[src/rtl/pipeline_dbg_ctrl.sv]
// pipeline_dbg_ctrl: run/step/breakpoint control and host programming port for the 5-stage pipeline
module pipeline_dbg_ctrl #(
    parameter int PC_WIDTH = 9,
    parameter int IMEM_AW  = 9,
    parameter int DMEM_AW  = 8,
    parameter int DMEM_DW  = 64,
    parameter int NUM_BP   = 2,
    parameter int STEP_W   = 16
) (
    input  logic                       clk,
    input  logic                       reset,
    input  logic [31:0]                sw_ctrl,
    input  logic [STEP_W-1:0]          sw_step_count,
    input  logic [IMEM_AW-1:0]         sw_imem_addr,
    input  logic [31:0]                sw_imem_wdata,
    input  logic [DMEM_AW-1:0]         sw_dmem_addr,
    input  logic [DMEM_DW-1:0]         sw_dmem_wdata,
    input  logic [NUM_BP*PC_WIDTH-1:0] sw_bp_pc,
    input  logic [PC_WIDTH-1:0]        pc_dbg,
    output logic                       pipe_adv,
    output logic                       pipe_pc_reset,
    output logic                       imem_prog_we,
    output logic [IMEM_AW-1:0]         imem_prog_addr,
    output logic [31:0]                imem_prog_wdata,
    output logic                       dmem_prog_en,
    output logic                       dmem_prog_we,
    output logic [DMEM_AW-1:0]         dmem_prog_addr,
    output logic [DMEM_DW-1:0]         dmem_prog_wdata,
    input  logic [DMEM_DW-1:0]         dmem_prog_rdata,
    output logic [DMEM_DW-1:0]         dmem_rdata_q,
    output logic [31:0]                cycle_count,
    output logic [31:0]                status
);
    localparam int B_RUN = 0, B_STEP = 1, B_PCR = 2, B_IWE = 3, B_RD = 4, B_DWE = 5, B_BPEN = 6, B_CLR = 7, B_LD = 8;
    typedef enum logic [2:0] {IDLE = 3'd0, RUN = 3'd1, STEP = 3'd2, HALT = 3'd3, DRD1 = 3'd4, DRD2 = 3'd5} state_t;
    state_t            state, state_n;
    logic [8:0]        ctrl_d, p;
    logic [STEP_W-1:0] remaining, rem_n;
    logic [3:0]        bp_idx, idx_n, first;
    logic [NUM_BP-1:0] match;
    logic              bp_skip, skip_n, halted, halted_n, prog_err, err_n, ret_halt, ret_n;
    logic              bp_hit, idle_halt, in_rd, iwe_n, dwe_n, drd_n, cap, ld;
    logic [IMEM_AW-1:0] imem_ptr;
    logic [DMEM_AW-1:0] dmem_ptr;
    logic              unused;

    assign p         = sw_ctrl[8:0] & ~ctrl_d;
    assign unused    = &{1'b0, sw_ctrl[31:9]};
    assign idle_halt = state == IDLE || state == HALT;
    assign in_rd     = state == DRD1 || state == DRD2;
    assign ld        = p[B_LD] & ~in_rd;
    assign bp_hit    = sw_ctrl[B_BPEN] & ~bp_skip & (|match);
    assign pipe_adv  = (state == RUN || state == STEP) & ~bp_hit;
    assign dmem_prog_en = dmem_prog_we | in_rd;
    assign status    = {16'(remaining), 7'd0, prog_err, bp_idx, halted, state};

    // Breakpoint comparators; the lowest matching index wins.
    always_comb begin
        match = '0;
        first = '0;
        for (int i = NUM_BP - 1; i >= 0; i--) begin
            match[i] = pc_dbg == sw_bp_pc[i*PC_WIDTH +: PC_WIDTH];
            if (match[i]) first = 4'(i);
        end
    end

    // Next-state and command decode; pc_reset overrides everything, reads are uninterruptible.
    always_comb begin
        state_n  = state;
        rem_n    = remaining;
        skip_n   = bp_skip;
        halted_n = halted;
        idx_n    = bp_idx;
        err_n    = prog_err;
        ret_n    = ret_halt;
        iwe_n    = 1'b0;
        dwe_n    = 1'b0;
        drd_n    = 1'b0;
        cap      = 1'b0;
        if (p[B_PCR]) begin
            state_n  = IDLE;
            rem_n    = '0;
            skip_n   = 1'b0;
            halted_n = 1'b0;
            err_n    = 1'b0;
        end else if (in_rd) begin
            state_n = state == DRD1 ? DRD2 : (ret_halt ? HALT : IDLE);
            cap     = state == DRD2;
            err_n   = prog_err | (|p);
        end else begin
            skip_n = bp_skip & ~pipe_adv;
            iwe_n  = p[B_IWE] & idle_halt;
            err_n  = (prog_err & ~p[B_CLR]) | (p[B_IWE] & ~idle_halt)
                   | (~p[B_CLR] & (p[B_RD] | p[B_DWE]) & (~idle_halt | (p[B_RD] & p[B_DWE])));
            if (p[B_CLR]) begin
                halted_n = 1'b0;
                if (state == HALT) begin
                    state_n = IDLE;
                    skip_n  = 1'b1;
                end
            end else if (idle_halt && p[B_RD]) begin
                state_n = DRD1;
                ret_n   = state == HALT;
                drd_n   = 1'b1;
            end else if (idle_halt && p[B_DWE]) begin
                dwe_n = 1'b1;
            end else if (state == IDLE && p[B_STEP]) begin
                state_n = STEP;
                rem_n   = sw_step_count == '0 ? STEP_W'(1) : sw_step_count;
            end else if (state == IDLE && sw_ctrl[B_RUN]) begin
                state_n = RUN;
            end
            if (bp_hit && (state == RUN || state == STEP)) begin
                state_n  = HALT;
                halted_n = 1'b1;
                idx_n    = first;
            end else if (state == RUN && !sw_ctrl[B_RUN]) begin
                state_n = IDLE;
            end else if (state == STEP) begin
                rem_n = remaining - 1'b1;
                if (remaining <= STEP_W'(1)) state_n = IDLE;
            end
        end
    end

    // Control state register.
    always_ff @(posedge clk or negedge reset) begin
        if (!reset) begin
            state     <= IDLE;
            remaining <= '0;
            bp_skip   <= 1'b0;
            halted    <= 1'b0;
            bp_idx    <= '0;
            prog_err  <= 1'b0;
            ret_halt  <= 1'b0;
        end else begin
            state     <= state_n;
            remaining <= rem_n;
            bp_skip   <= skip_n;
            halted    <= halted_n;
            bp_idx    <= idx_n;
            prog_err  <= err_n;
            ret_halt  <= ret_n;
        end
    end

    // Edge history, programming strobes, pointers, read capture and advance counter.
    always_ff @(posedge clk or negedge reset) begin
        if (!reset) begin
            ctrl_d          <= '0;
            pipe_pc_reset   <= 1'b0;
            imem_prog_we    <= 1'b0;
            imem_prog_addr  <= '0;
            imem_prog_wdata <= '0;
            dmem_prog_we    <= 1'b0;
            dmem_prog_addr  <= '0;
            dmem_prog_wdata <= '0;
            dmem_rdata_q    <= '0;
            imem_ptr        <= '0;
            dmem_ptr        <= '0;
            cycle_count     <= '0;
        end else begin
            ctrl_d        <= sw_ctrl[8:0];
            pipe_pc_reset <= p[B_PCR];
            imem_prog_we  <= iwe_n;
            dmem_prog_we  <= dwe_n;
            if (iwe_n) begin
                imem_prog_addr  <= imem_ptr;
                imem_prog_wdata <= sw_imem_wdata;
            end
            if (dwe_n) dmem_prog_wdata <= sw_dmem_wdata;
            if (dwe_n || drd_n) dmem_prog_addr <= dmem_ptr;
            if (cap) dmem_rdata_q <= dmem_prog_rdata;
            if (ld) imem_ptr <= sw_imem_addr;
            else if (iwe_n) imem_ptr <= imem_ptr + 1'b1;
            if (ld) dmem_ptr <= sw_dmem_addr;
            else if (dwe_n || cap) dmem_ptr <= dmem_ptr + 1'b1;
            if (p[B_PCR]) cycle_count <= '0;
            else if (pipe_adv && cycle_count != '1) cycle_count <= cycle_count + 1'b1;
        end
    end
endmodule

[config.mk]
export PLATFORM = sky130hd
export DESIGN_NAME = pipeline_dbg_ctrl
export DESIGN_NICKNAME = d
export VERILOG_FILES = /design/src/rtl/pipeline_dbg_ctrl.sv
export SDC_FILE = /design/constraint.sdc
export NUM_CORES = 1
export LEC_CHECK = 0
export CAP_MARGIN = 15
export CORE_ASPECT_RATIO = 0.6
export CORE_UTILIZATION = 25
export CTS_CLUSTER_SIZE = 8
export DETAILED_ROUTE_END_ITERATION = 7
export PLACE_DENSITY = 0.63
export SLEW_MARGIN = 0
export SYNTH_ARGS = -nofsm -noshare
export SYNTH_HDL_FRONTEND = slang
export SYNTH_SLANG_ARGS = --single-unit
[constraint.sdc]
create_clock -name clk -period 5.25 [get_ports clk]
set_clock_uncertainty 0.05 [all_clocks]
set_input_delay 1.05 -clock clk [delete_from_list [all_inputs] [get_ports clk]]
set_output_delay 1.05 -clock clk [all_outputs]
set_load 0.1 [all_outputs]
==> flow_summary.toml, run 1 <==
[drt]
dr.pass1.iters = 5
post_drt_wl_per_cell_um = 18.1
vias = 10816
drtIter0Drc = 883
ant_nets = 0
drc = 0
viasPerCell = 4.64
wirelength_um = 42100

[hold_path]
hp-class = "primary input to asynchronous set/reset pin"

[logic_synthesis]
synthFlopType = "dfrtp_1"
synth_edf_count = 0
synth.avg_cell_area_um2 = 9.49
async_flop_share_pct = 100
ys_warn_count = 0
syn_inst = 1253
yosysUniqueCellTypes = 64
ys_ff_latch = 262
ys_seq_area_share_pct = 55.1
syn_area_um2 = 11900

[finish]
drive_gt1_share_pct = 7.22
multiInputGateArea_um2 = 4960
syn2layout_area_growth_pct = 52.9
final_cell_mix = "464 x clkdlybuf4s50_1, 439 x nand2_1, 262 x dfrtp_1, 55 x mux2_2, 45 x a21oi_1"
finalNetCount = 1960
nFillCells = 4534
layout_commonest_cell = "clkdlybuf4s50_1"
antennaDiodeCount = 0
regArea_um2 = 6560

[outcome]
outcome = "complete, no violations"

[job]
drv_cap = 0

[global_route]
grt.overflow.total = 0
grt_pass1_wl_um = 62900
grt_pass1_vias = 10420
grt_max_degree = 134
grt_usage_pct = 16.6
antenna_found_initial = 1

[clock_tree]
clockBufferDepth = 3
worstSkewPairLatency_ns = 0.52
htree_levels = 2
clock_sinks = 262
ctsHoldBuffers = 0
clk_pin_slew_ns = 0.05
cts_resized = 0
cts_tree = "done"
postCtsSetupBuffers = 0
cts_root_buffer = "clkbuf_16"
cts_buffers = 38

[floorplanning]
core_um2 = 46600
start_util_pct = 25.5
die_h_um = 171
die_area_um2 = 48500
std_cell_rows = 61
die_w_um = 284
pin_count = 500

[timing]
setup_viol_count_final = 0
worstMarginPinSlew_ns = 1.13
tns_ns = 0
rsz0062_at_grt = "false"
fin_crit_sh_pct = 77.8
hold_violations = 0
slew_headroom_pct = 24.4
final.min_clock_period_ns = 4.09
maxSlewViolCount = 0
max_freq_mhz = 245

[setup_path]
startpoint_type = "flip-flop"
reg2reg_from = "cycle_count[0]"
r2r-end = "cycle_count[21]"
startpoint = "state[1]"
crit_fanout = 14
path_class = "flip-flop to primary output"
cp.arrival_ns = 2.99
end_kind = "primary output"
required_ns = 4.15
rr_worst_depth = 7
r2r_slack_ns = 2.16

[placed_design]
place.gp.congestion = 0.848
hpwl_um = 30500
port_buffers = 466
[worst max-delay path, stage by stage (launching register included)]
cell and delay (ns):
dfrtp_1 0.53, nand2b_1 0.49, nand2b_1 0.25, clkdlybuf4s50_1 1.19
[registers in the layout, summed over array words and instances, names as in the netlist]
signal and count:
imem_prog_we 1, dmem_prog_addr 8, imem_prog_addr 9, pipe_pc_reset 1
remaining 16, dmem_prog_we 1, ctrl_d 9, bp_idx 1
cycle_count 32, imem_ptr 9, halted 1, dmem_ptr 8
dmem_rdata_q 64, ret_halt 1, bp_skip 1, imem_prog_wdata 32
prog_err 1, state 3, dmem_prog_wdata 64
[how the worst max path moves through the flow]
stage / endpoint / slack (ns) / cells past startpoint
2_1_floorplan: pipe_adv / 1.37 / 6
4_1_cts: dmem_prog_en / 1.09 / 3
3_3_place_gp: pipe_adv / 1.36 / 7
5_1_grt: dmem_prog_en / 1.04 / 3
6_report: dmem_prog_en / 1.16 / 3
3_5_place_dp: dmem_ptr[6] / 1.29 / 8
[cell families (layout without fill, tap and decap cells)]
family          count (synthesis)  count (layout)  share of synthesized area [%]
simple gates                  642             642                           24.1
flops                         262             262                           55.1
compound gates                142             142                           7.37
buf+inv                        94             535                           3.64
mux                            67              67                           6.22
xor+xnor                       39              39                           2.87
fa+ha+maj                       6               6                          0.610
other cells                     1              10                         0.0315
[synthesized netlist by cell type (18+ instances only)]
cell type / instances / share of area [%]
nand3_1: 37 / 1.6
mux2_2: 55 / 5.2
clkbuf_1: 40 / 1.3
a21oi_1: 45 / 1.9
or4_1: 28 / 1.8
nand4_1: 25 / 1.3
o21ai_0: 37 / 1.6
nand2_1: 440 / 14
nor2_1: 28 / 0.88
dfrtp_1: 262 / 55
buf_2: 18 / 0.76
xnor2_1: 26 / 1.9
[stage by stage]
step           cell area [µm²]  util [%]  instances  setup slack [ns]  hold slack, ns
5_1_grt                  18200      39.0       2333              1.04           0.306
3_3_place_gp             17200      36.8       2290              1.36           0.407
4_1_cts                  18200      38.9       2332              1.09           0.287
6_report                 18200      39.0       2333              1.16           0.319
2_1_floorplan            11900         -       1262              1.37           0.416
3_5_place_dp             17200      36.8       2290              1.29           0.411
[area by class of cell]
| cell class | instances | share of cell area (%) |
|---|---|---|
| clock buffer | 41 | 5.41 |
| clock inverter | 1 | 0.0482 |
| inverter | 14 | 0.289 |
| multi-input combinational | 906 | 27.3 |
| sequential | 262 | 36.1 |
| tap | 630 | 4.34 |
| timing repair buffer | 479 | 26.6 |
[per-layer routing]
metal  vias up  wire (µm)  GRT usage, %
met2       327      19400          25.2
met3        66       2550          3.55
li1       5122          -             -
met1      5299      19200          23.6
met4         2        911          4.63
met5         -         17             0
Power of run 1 is left out: the tool's default activity adds up to more than one toggle a clock period on the data nets, which glitch-free logic cannot reach.
==> run 2: changes to the inputs <==
==> constraint.sdc (replaced) <==
create_clock -name clk -period 3.8 [get_ports clk]
set_clock_uncertainty 0.05 [all_clocks]
set_input_delay 0.76 -clock clk [delete_from_list [all_inputs] [get_ports clk]]
set_output_delay 0.76 -clock clk [all_outputs]
set_load 0.1 [all_outputs]
==> run 2 against run 1 <==
Highest routed layer unchanged. Flip-flop and latch count unchanged. Die area unchanged. Sequential share of layout area down 0.24 points. Count of clock-buffer cells in the layout is 2 lower. Critical endpoint is now pipe_adv.
==> flow_summary.toml, run 2 (synthesis results as in run 1) <==
[finish]
drive_gt1_share_pct = 8.92
nFillCells = 4608
reg_top3 = "dmem_prog_wdata x64, dmem_rdata_q x64"
finalNetCount = 1973
layout_commonest_cell = "clkdlybuf4s50_1"
syn2layout_area_growth_pct = 53.9
final_cell_mix = "449 x clkdlybuf4s50_1, 439 x nand2_1, 262 x dfrtp_1, 55 x mux2_2, 45 x a21oi_1"
final_util_pct = 39.2

[clock_tree]
ctsHoldBuffers = 0
postCtsSetupBuffers = 0
cts_root_buffer = "clkbuf_16"
clk_pin_slew_ns = 0.05
clockBufferDepth = 3
cts_resized = 0
htree_levels = 2
clock_sinks = 262
worstSkewPairLatency_ns = 0.51
cts_buffers = 39
cts_tree = "done"

[drt]
dr.pass1.iters = 6
drtIter0Drc = 961
vias = 10892
wirelength_um = 42400
drc = 0
ant_nets = 0
post_drt_wl_per_cell_um = 18.1
viasPerCell = 4.64

[timing]
hold_violations = 0
slew_headroom_pct = 27.7
worstMarginPinSlew_ns = 1.08
final.min_clock_period_ns = 3.38
fin_ws_ns = 0.418
rsz0062_at_grt = "false"
max_freq_mhz = 296
maxSlewViolCount = 0
setup_viol_count_final = 0
tns_ns = 0
fin_crit_sh_pct = 89.0

[placed_design]
port_buffers = 466
hpwl_um = 31200
dpl_worst_slack_ns = 0.422
place.gp.congestion = 0.884

[setup_path]
startpoint_type = "primary input"
r2r-end = "cycle_count[14]"
crit_fanout = 4
end_kind = "primary output"
path_class = "primary input to primary output"
cp.arrival_ns = 2.57
required_ns = 2.99
reg2reg_from = "cycle_count[0]"
rr_worst_depth = 6
r2r_slack_ns = 0.88

[floorplanning]
die_w_um = 284
pin_count = 500
die_h_um = 171
start_util_pct = 25.5
std_cell_rows = 61
core_um2 = 46600
die_area_um2 = 48500

[job]
drv_cap = 0

[global_route]
antenna_found_initial = 3
grt_max_degree = 100
grt_usage_pct = 16.7
grt_pass1_wl_um = 63400
grt_pass1_vias = 10581
grt.overflow.total = 0

[outcome]
outcome = "complete, no violations"

[hold_path]
hp-class = "primary input to asynchronous set/reset pin"
[run 2: cell types whose count changed in the layout (fill, tap and decap cells not counted), sizes merged]
cell and change:
clkdlybuf4s50 -15, clkbuf -2, clkinv +2, bufinv +1
buf +27, diode +2
[run 2: worst max path at each step]
stage	from	endpoint	slack (ns)	depth (start not counted)
global route	pc_dbg[0]	pipe_adv	0.33	7
CTS	pc_dbg[6]	pipe_adv	0.42	7
global placement	pc_dbg[6]	pipe_adv	0.44	7
finish	pc_dbg[6]	pipe_adv	0.42	7
detailed placement	pc_dbg[6]	pipe_adv	0.42	7
floorplan	state[0]	pipe_adv	0.21	6
[run 2: layout make-up]
class,instances,area (µm²),share of cell area (%)
Antenna cell,2,5.00,0.0273
Clock buffer,39,976,5.33
Clock inverter,4,48.8,0.267
Inverter,14,52.6,0.287
Multi-Input combinational cell,906,4960,27.1
Sequential cell,262,6560,35.8
Tap cell,630,788,4.31
Timing Repair Buffer,491,4920,26.9
[run 2: metal layers]
metal | part of all wire (%) | vias up | global-route usage (%)
met5 | 0.031 | - | 0
met4 | 1.8 | 2 | 4.61
met3 | 7.0 | 62 | 3.89
met2 | 46 | 392 | 25.9
met1 | 45 | 5280 | 23.4
li1 | - | 5156 | -
[run 2: worst max-delay path: stages]
cell             delay [ns]
clkdlybuf4s50_1        0.45
xnor2_1                0.14
nand2_1                0.13
nor4_1                 0.07
or4_1                  0.57
inv_1                  0.23
buf_12                 0.21
[run 2: metrics by stage]
stage	hold WS (ns)	instance area, µm²	std cells
after floorplan	0.414	11900	1262
after global placement	0.406	17300	2303
after detailed placement	0.411	17300	2303
after CTS	0.268	18300	2346
after global routing	0.277	18300	2347
final	0.249	18300	2348
Power of run 2 is left out for the same reason.
